===== src/rtl/pwm_carrier_sched_pkg.sv =====
// Shared widths and update-mode encodings for the
// PWM carrier scheduler.
package pwm_carrier_sched_pkg;

  localparam int DW = 16;

  typedef enum logic [1:0] {
    UPD_VALLEY = 2'b00,
    UPD_PEAK   = 2'b01,
    UPD_BOTH   = 2'b10,
    UPD_IMM    = 2'b11
  } upd_mode_e;

endpackage


===== src/rtl/pwm_tri_counter.sv =====
// Prescaled up/down triangle counter with peak/valley
// trigger pulses and a clamp when the maximum drops.
module pwm_tri_counter
  import pwm_carrier_sched_pkg::*;
(
  input  logic          clk,
  input  logic          rst_n,
  input  logic          enable,
  input  logic [DW-1:0] divider,
  input  logic [DW-1:0] cmax,
  input  logic          ld,
  input  logic [DW-1:0] ld_max,
  output logic [DW-1:0] carrier,
  output logic          count_up,
  output logic          trig_peak,
  output logic          trig_valley
);

  logic [DW-1:0] presc;
  logic [DW-1:0] m;
  logic [DW-1:0] inc;
  logic [DW-1:0] dec;
  logic          tick;
  logic          go_up;

  // A load in this cycle already bounds the carrier.
  assign m     = ld ? ld_max : cmax;
  assign inc   = carrier + 1'b1;
  assign dec   = carrier - 1'b1;
  assign tick  = presc >= divider;
  assign go_up = (count_up && carrier < m) ||
                 (carrier == '0);

  // Prescaler, carrier, direction and trigger pulses.
  always_ff @(posedge clk or negedge rst_n) begin
    if (!rst_n) begin
      presc       <= '0;
      carrier     <= '0;
      count_up    <= 1'b1;
      trig_peak   <= 1'b0;
      trig_valley <= 1'b0;
    end else begin
      trig_peak   <= 1'b0;
      trig_valley <= 1'b0;
      if (!enable) begin
        presc    <= '0;
        carrier  <= '0;
        count_up <= 1'b1;
      end else begin
        presc <= tick ? '0 : presc + 1'b1;
        if (m == '0) begin
          carrier  <= '0;
          count_up <= 1'b1;
        end else if (carrier > m) begin
          carrier   <= m;
          count_up  <= 1'b0;
          trig_peak <= 1'b1;
        end else if (tick) begin
          if (go_up) begin
            carrier   <= inc;
            count_up  <= (inc != m);
            trig_peak <= (inc == m);
          end else begin
            carrier     <= dec;
            count_up    <= (dec == '0);
            trig_valley <= (dec == '0);
          end
        end
      end
    end
  end

endmodule


===== src/rtl/pwm_carrier_sched.sv =====
// Double-buffered carrier_max/duty bank that loads
// at carrier valley/peak, plus the shared carrier.
module pwm_carrier_sched
  import pwm_carrier_sched_pkg::*;
#(
  parameter int N_LEGS = 6
) (
  input  logic                   clk,
  input  logic                   rst_n,
  input  logic                   enable,
  input  logic [15:0]            divider,
  input  logic [1:0]             upd_mode,
  input  logic                   upd_req,
  input  logic [15:0]            carrier_max_in,
  input  logic [16*N_LEGS-1:0]   duty_in,
  output logic                   upd_ack,
  output logic                   pending,
  output logic [15:0]            carrier,
  output logic [15:0]            carrier_max,
  output logic [16*N_LEGS-1:0]   duty_out,
  output logic                   count_up,
  output logic                   trig_peak,
  output logic                   trig_valley
);

  localparam int BW = DW * N_LEGS;

  logic [DW-1:0] stg_max;
  logic [BW-1:0] stg_duty;
  logic          at_point;
  logic          load;
  upd_mode_e     mode;

  assign mode = upd_mode_e'(upd_mode);

  // Pick the load point for the selected mode.
  always_comb begin
    at_point = 1'b0;
    unique case (mode)
      UPD_VALLEY: at_point = trig_valley;
      UPD_PEAK:   at_point = trig_peak;
      UPD_BOTH:   at_point = trig_valley | trig_peak;
      UPD_IMM:    at_point = 1'b1;
    endcase
  end

  // A stopped carrier never reaches a load point,
  // so pending values go straight through.
  assign load = pending & (~enable | at_point);

  // Staging and active banks; a request racing a load
  // is kept for the next load point.
  always_ff @(posedge clk or negedge rst_n) begin
    if (!rst_n) begin
      stg_max     <= '0;
      stg_duty    <= '0;
      pending     <= 1'b0;
      carrier_max <= '0;
      duty_out    <= '0;
      upd_ack     <= 1'b0;
    end else begin
      upd_ack <= load;
      pending <= upd_req | (pending & ~load);
      if (load) begin
        carrier_max <= stg_max;
        duty_out    <= stg_duty;
      end
      if (upd_req) begin
        stg_max  <= carrier_max_in;
        stg_duty <= duty_in;
      end
    end
  end

  pwm_tri_counter u_cnt (
    .clk         (clk),
    .rst_n       (rst_n),
    .enable      (enable),
    .divider     (divider),
    .cmax        (carrier_max),
    .ld          (load),
    .ld_max      (stg_max),
    .carrier     (carrier),
    .count_up    (count_up),
    .trig_peak   (trig_peak),
    .trig_valley (trig_valley)
  );

endmodule

===== config.mk =====
export PLATFORM = sky130hd
export DESIGN_NAME = pwm_carrier_sched
export DESIGN_NICKNAME = d
export VERILOG_FILES = /design/src/rtl/pwm_carrier_sched_pkg.sv /design/src/rtl/pwm_tri_counter.sv /design/src/rtl/pwm_carrier_sched.sv
export SDC_FILE = /design/constraint.sdc
export NUM_CORES = 1
export LEC_CHECK = 0
export CAP_MARGIN = 20
export CORE_ASPECT_RATIO = 0.7
export CORE_UTILIZATION = 35
export CTS_CLUSTER_DIAMETER = 60
export DETAILED_ROUTE_END_ITERATION = 12
export REMOVE_ABC_BUFFERS = 1
export SLEW_MARGIN = 20
export SYNTH_ARGS = -nofsm -noshare
export SYNTH_HDL_FRONTEND = slang
export SYNTH_HIERARCHICAL = 1
export SYNTH_SLANG_ARGS = --single-unit

===== constraint.sdc =====
create_clock -name clk -period 4.3 [get_ports clk]
set_clock_uncertainty 0.15 [all_clocks]
set_input_delay 0.43 -clock clk [delete_from_list [all_inputs] [get_ports clk]]
set_output_delay 0.43 -clock clk [all_outputs]
set_load 0.02 [all_outputs]

==> results of run 1 <==
==> path summary, 6_finish.rpt <==
| kind | from | endpoint | cells past startpoint |
|---|---|---|---|
| setup reg to reg | u_cnt/trig_peak$_DFF_PN0_ | u_cnt/carrier[3]$_DFFE_PN0P_ | 14 |
| hold reg to reg | stg_duty[52]$_DFFE_PN0P_ | duty_out[52]$_DFFE_PN0P_ | 1 |
| hold / removal | duty_in[51] | stg_duty[51]$_DFFE_PN0P_ | 2 |
| min in group asynchronous | rst_n | duty_out[93]$_DFFE_PN0P_ | 2 |
| setup / recovery | u_cnt/trig_peak$_DFF_PN0_ | u_cnt/carrier[3]$_DFFE_PN0P_ | 14 |
| max in group asynchronous | rst_n | carrier_max[15]$_DFFE_PN0P_ | 3 |
==> area by class of cell <==
| cell class | count | area, µm² | area share |
|---|---|---|---|
| sequential | 261 | 6533 | 0.3887 |
| clock buffer | 40 | 825.8 | 0.04914 |
| multi-input combinational | 599 | 5459 | 0.3248 |
| timing repair buffer | 323 | 3148 | 0.1873 |
| inverter | 35 | 135.1 | 0.008041 |
| tap | 464 | 580.6 | 0.03455 |
| clock inverter | 11 | 123.9 | 0.007371 |
==> stage by stage <==
stage,total power [mW],hold WS (ns)
after CTS,8.077,0.2862
after global placement,5.510,0.3098
after floorplan,4.332,-0.01559
after global routing,8.440,0.2873
final,8.024,0.3158
after detailed placement,5.540,0.3177
==> per-layer routing <==
layer,track usage,up-vias,part of all wire
li1,-,3996,-
met1,0.2451,4192,0.46
met2,0.2506,252,0.41
met3,0.07566,55,0.11
met4,0.04114,8,0.023
met5,0,-,0.0016
==> cells by family (layout without fill, tap and decap cells) <==
kind of cell / after synthesis / after routing / share of synthesized area
XOR/XNOR: 56 / 56 / 0.04017
AO/OA/AOI/OAI: 87 / 87 / 0.05073
multiplexers: 245 / 245 / 0.2241
flip-flops: 261 / 261 / 0.5350
AND/OR/NAND/NOR: 174 / 174 / 0.07676
buffers and inverters: 86 / 409 / 0.03525
adder cells (fa/ha/maj): 37 / 37 / 0.03792
==> report_power, final <==
group	leakage (nW)	total, mW	switching [mW]	internal, mW
clock network	0.469	2.46	1.05	1.41
registers	3.12	3.12	0.262	2.85
logic	3.48	2.45	1.23	1.22
total	7.08	8.02	2.54	5.48
==> registers in the layout, indices dropped and copies added (netlist names) <==
name and cells:
carrier_max 16, duty_out 96, pending 1, stg_duty 96, stg_max 16, u_cnt/carrier 16
u_cnt/count_up 1, u_cnt/presc 16, u_cnt/trig_peak 1, u_cnt/trig_valley 1, upd_ack 1
==> cells in the final DEF, fill, tap and decap left out, drive strengths merged, types with 26 or more instances in the layout <==
| cell | instances |
|---|---|
| inv | 36 |
| buf | 58 |
| mux2 | 227 |
| nand2 | 26 |
| xnor2 | 39 |
| dfrtp | 260 |
| nor2 | 49 |
| ha | 37 |
| clkbuf | 40 |
| clkdlybuf4s50 | 264 |
==> critical path, stage by stage (launching register included) <==
cell        delay [ns]
dfrtp_1           0.41
or4b_4            0.54
o311ai_4          0.12
clkinvlp_4        0.20
buf_12            0.18
mux2i_4           0.20
ha_4              0.28
nand4_1           0.26
or3_4             0.48
a211o_1           0.27
and3_4            0.23
nor4b_2           0.28
o21ai_1           0.11
xor2_1            0.16
a211oi_1          0.25
==> timing repair <==
item / in CTS / in global routing
setup buffers: 3 / 2
pin swaps: 2 / 14
gates resized for setup: 3 / 32
hold buffers: 1 / 0
endpoints found under the setup margin: 8 / 19
endpoints found under the hold margin: 119 / 0
==> impl_metrics.tcl, run 1 <==
set metrics [dict create \
    clock_sinks 261 \
    synthesis.area_um2 12210 \
    drtIter0Drc 430 \
    core_um2 33910 \
    antenna_found_initial 4 \
    globalplace.congestion 0.8977 \
    post-route-period-util 0.9868 \
    drive_gt1_frac 0.2388 \
    worstPathArrival_ns 4.56 \
    maxSlewViolCount 0 \
    relSlewSlack 0.3705 \
    area_growth_pct 37.64 \
    drc 0 \
    yosysSeqAreaShare 0.5350 \
    dp_hpwl_um 22070 \
    power_density_nw_per_um2 477.5 \
    rows 56 \
    avgSynthCellArea_um2 12.91 \
    clock_path_buffers 3 \
    fin_cells 1733 \
    hp-class "in -> reg" \
    num_vias 8503 \
    fill_cells 3059 \
    maxCapViolCount 0 \
    layout_setup_ws_ns 0.05684 \
    place_ws_ns -0.5819 \
    initial_utilization 0.3600 \
    cts-htree-levels 1 \
    synth_edf_count 0 \
    grt_pass1_vias 8688 \
    synth_top_area_share 0.5329 \
    fin_util 0.4955 \
    synth_ff_type "dfrtp_1" \
    setup_viol 0 \
    postLayoutCellArea_um2 16800 \
    ys_warn_count 6 \
    yosys.area.top_type "dfrtp_1" \
    overflow 0 \
    synthArstFlopShare 1.000 \
    tns_ns 0 \
    ir_drop_mv 0.3323 \
    ys_types 63 \
    clk_pin_slew_ns 0.07 \
    io_buffers 266 \
    grt_usage 0.1762 \
    yosys-top-cells-area "dfrtp_1, mux2_2, mux2_1" \
    path_max_fanout 7 \
    critPathCaptureType "flop" \
    die_h_um 158.3 \
    io_pins 267 \
    startpoint_type "flop" \
    hold_viol_final 0 \
    cts_root_buf "clkbuf_16" \
    rsz0062_at_grt "yes" \
    antenna_cells 0 \
    synth_common_cells "dfrtp_1, mux2_2, mux2_1, nor2_1, xnor2_1" \
    dieArea_um2 35650 \
    required_ns 4.62 \
    wirelength_um 31320 \
    insertion_delay_ns 0.57 \
    fmax_mhz 235.7 \
    ys_seq_elements 261 \
    finish.net_count 1419 \
    dp_cells 1676 \
    power.leakage_nw 7.078 \
    yosysMostFrequentCell "dfrtp_1" \
    fp.dieW_um 225.2 \
    first_pass_iters 4 \
    numCtsBuffers 28 \
    worst_slew_pin_slew_ns 0.9443 \
    ant_nets 0 \
    grt_start_max_net_pins 124 \
    vias_per_cell 4.907 \
    reg2reg_slack_ns 0.06 \
    fin_crit_ns 4.243 \
    outcome "finished, final reports clean" \
    grt_pass1_wl_um 49250 \
    path_class "reg -> reg" \
    placed_area_um2 15580 \
    post_drt_wl_per_cell_um 18.07 \
    synth_cells 946 \
    cts_tree "yes" \
]
Note: power is estimated with default switching activity, not from simulation.
==> inputs of run 2 (changes only) <==
SLEW_MARGIN = unset   (was 20)
==> results of run 2 <==
Same layout as run 1: the final DEF is identical, and so are final timing and power.
==> inputs of run 3 (changes only) <==
CORE_ASPECT_RATIO = 0.75   (was 0.7)
GPL_ROUTABILITY_DRIVEN = 0   (was unset)
==> run 3 against run 2 <==
Effect of this change: die area is essentially flat; register-to-register slack better by 0.17 ns; largest cell class unchanged; count of clock-buffer cells in the layout increased by 3; critical path depth increased by 1.
==> impl_metrics.tcl, run 3 (same netlist as run 1, synthesis figures left out) <==
set metrics [dict create \
    io_buffers 266 \
    fin_cells 1714 \
    critPathCaptureType "flop" \
    num_vias 8441 \
    drive_gt1_frac 0.2132 \
    setup_viol 0 \
    insertion_delay_ns 0.56 \
    initial_utilization 0.3595 \
    layout_setup_ws_ns 0.2272 \
    place_ws_ns -0.3936 \
    outcome "finished, final reports clean" \
    path_class "reg -> reg" \
    power.leakage_nw 6.980 \
    grt_pass1_vias 8755 \
    post-route-period-util 0.9472 \
    die_h_um 163.8 \
    fin_crit_ns 4.073 \
    required_ns 4.61 \
    cts_root_buf "clkbuf_16" \
    worstPathCellList "or4b_1 -> o311ai_4 -> inv_1 -> buf_4 -> mux2i_1 -> ha_1 -> nand4_1 -> or3_1 -> a211o_1 -> nand3_1 -> buf_4 -> nand4b_1 -> a21oi_1 -> xnor2_1 -> a211oi_1" \
    worst_slew_pin_slew_ns 0.9521 \
    reg2regPathDepth 15 \
    dieArea_um2 35640 \
    drc 0 \
    worstPathArrival_ns 4.39 \
    tns_ns 0 \
    wirelength_um 31050 \
    final_cell_mix "clkdlybuf4s50_1, dfrtp_1, mux2_2" \
    hp-class "in -> async" \
    cp_slowest_cell "or4b_1" \
    first_pass_iters 5 \
    grt_start_max_net_pins 106 \
    clock_sinks 261 \
    antenna_found_initial 2 \
    layout_commonest_cell "clkdlybuf4s50_1" \
    core_um2 33960 \
    critical_path.max_stage_delay_ns 0.57 \
    maxCapViolCount 0 \
    reg2reg_slack_ns 0.23 \
    drtIter0Drc 477 \
    critPathMostFrequentCell "buf_4" \
    reg.largest.list "duty_out x96, stg_duty x96" \
    grt_usage 0.1743 \
    power_density_nw_per_um2 474.3 \
    vias_per_cell 4.925 \
    path_max_fanout 10 \
    dp_cells 1658 \
    area_growth_pct 34.95 \
    rsz0062_at_grt "no" \
    fmax_mhz 245.5 \
    clock_path_buffers 3 \
    finish.net_count 1413 \
    ant_nets 0 \
    ir_drop_mv 0.3075 \
    io_pins 267 \
    cts_tree "yes" \
    rows 58 \
    fp.dieW_um 217.7 \
    numCtsBuffers 29 \
    r2r_end "u_cnt/carrier[15]$_DFFE_PN0P_" \
    maxSlewViolCount 0 \
    dp_hpwl_um 22110 \
    timing.rr.start "u_cnt/trig_peak$_DFF_PN0_" \
    relSlewSlack 0.3652 \
    startpoint_type "flop" \
    post_drt_wl_per_cell_um 18.11 \
    fill_cells 3126 \
    overflow 0 \
    hold_viol_final 0 \
    cts-htree-levels 1 \
    clk_pin_slew_ns 0.06 \
    grt_pass1_wl_um 48990 \
]
run 3: changes by cell type in the layout (fill, tap and decap cells not counted), sizes merged:
cell      previous run  this run
buf                 58        51
bufinv               1         0
clkbuf              40        43
clkinv               7         6
clkinvlp             2         0
diode                0         2
inv                 36        37
run 3: final cells by class:
type / instances / area [µm²] / share of cell area
clock inverters: 8 / 68.82 / 0.004177
inverters: 35 / 131.4 / 0.007974
repair buffers: 316 / 3080 / 0.1870
diodes: 2 / 5.005 / 0.0003038
multi-input cells: 599 / 5276 / 0.3202
well taps: 450 / 563.0 / 0.03417
clock buffers: 43 / 818.3 / 0.04967
flip-flops and latches: 261 / 6533 / 0.3965
run 3: report_power, final:
group	internal, mW	total, mW	leakage (nW)	switching (mW)
Clock	1.32	2.32	0.438	1.00
Combinational	1.18	2.36	3.42	1.18
Sequential	2.86	3.13	3.12	0.278
Total	5.36	7.81	6.98	2.46
run 3: worst max path at each step:
stage / start / end / slack, ns / depth (start not counted)
final: u_cnt/trig_peak$_DFF_PN0_ / u_cnt/carrier[15]$_DFFE_PN0P_ / 0.23 / 15
after global routing: u_cnt/trig_peak$_DFF_PN0_ / u_cnt/carrier[9]$_DFFE_PN0P_ / 0.007 / 16
after CTS: u_cnt/trig_peak$_DFF_PN0_ / u_cnt/carrier[14]$_DFFE_PN0P_ / 0.09 / 15
after detailed placement: upd_mode[0] / u_cnt/carrier[14]$_DFFE_PN0P_ / -0.39 / 16
after global placement: upd_mode[0] / u_cnt/carrier[14]$_DFFE_PN0P_ / -0.31 / 16
after floorplan: upd_mode[0] / u_cnt/trig_valley$_DFF_PN0_ / -8.27 / 10
run 3: what timing repair did:
item / CTS / global route
endpoints found under the hold margin: 102 / 0
resized for setup: 0 / 2
endpoints found under the setup margin: 0 / 7
setup buffers: 0 / 2
hold buffers: 1 / 0
run 3: metal layers:
layer | track usage | vias up | share of wire
met4 | 0.03841 | 2 | 0.017
met1 | 0.2342 | 4166 | 0.44
li1 | - | 3969 | -
met5 | 0 | - | 0.00042
met3 | 0.07389 | 44 | 0.11
met2 | 0.2597 | 260 | 0.43
run 3: critical path, delay by kind of cell (launching register included):
family | cells | cell delay, ns
muxes | 1 | 0.17
and+or+nand+nor | 5 | 1.49
AOI/OAI and AO/OA | 4 | 0.86
buffers and inverters | 3 | 0.48
xor gates and xnor gates | 1 | 0.09
adders and majority gates | 1 | 0.32
DFF | 1 | 0.41
run 3: per-stage QoR:
step | util | cell area (µm²) | hold slack (ns) | power, mW
2_1_floorplan | - | 11910 | -0.01559 | 4.332
3_3_place_gp | 0.4580 | 15550 | 0.3088 | 5.511
3_5_place_dp | 0.4580 | 15550 | 0.3180 | 5.538
4_1_cts | 0.4844 | 16450 | 0.2957 | 7.927
5_1_grt | 0.4850 | 16470 | 0.3103 | 8.213
6_report | 0.4851 | 16480 | 0.3251 | 7.814
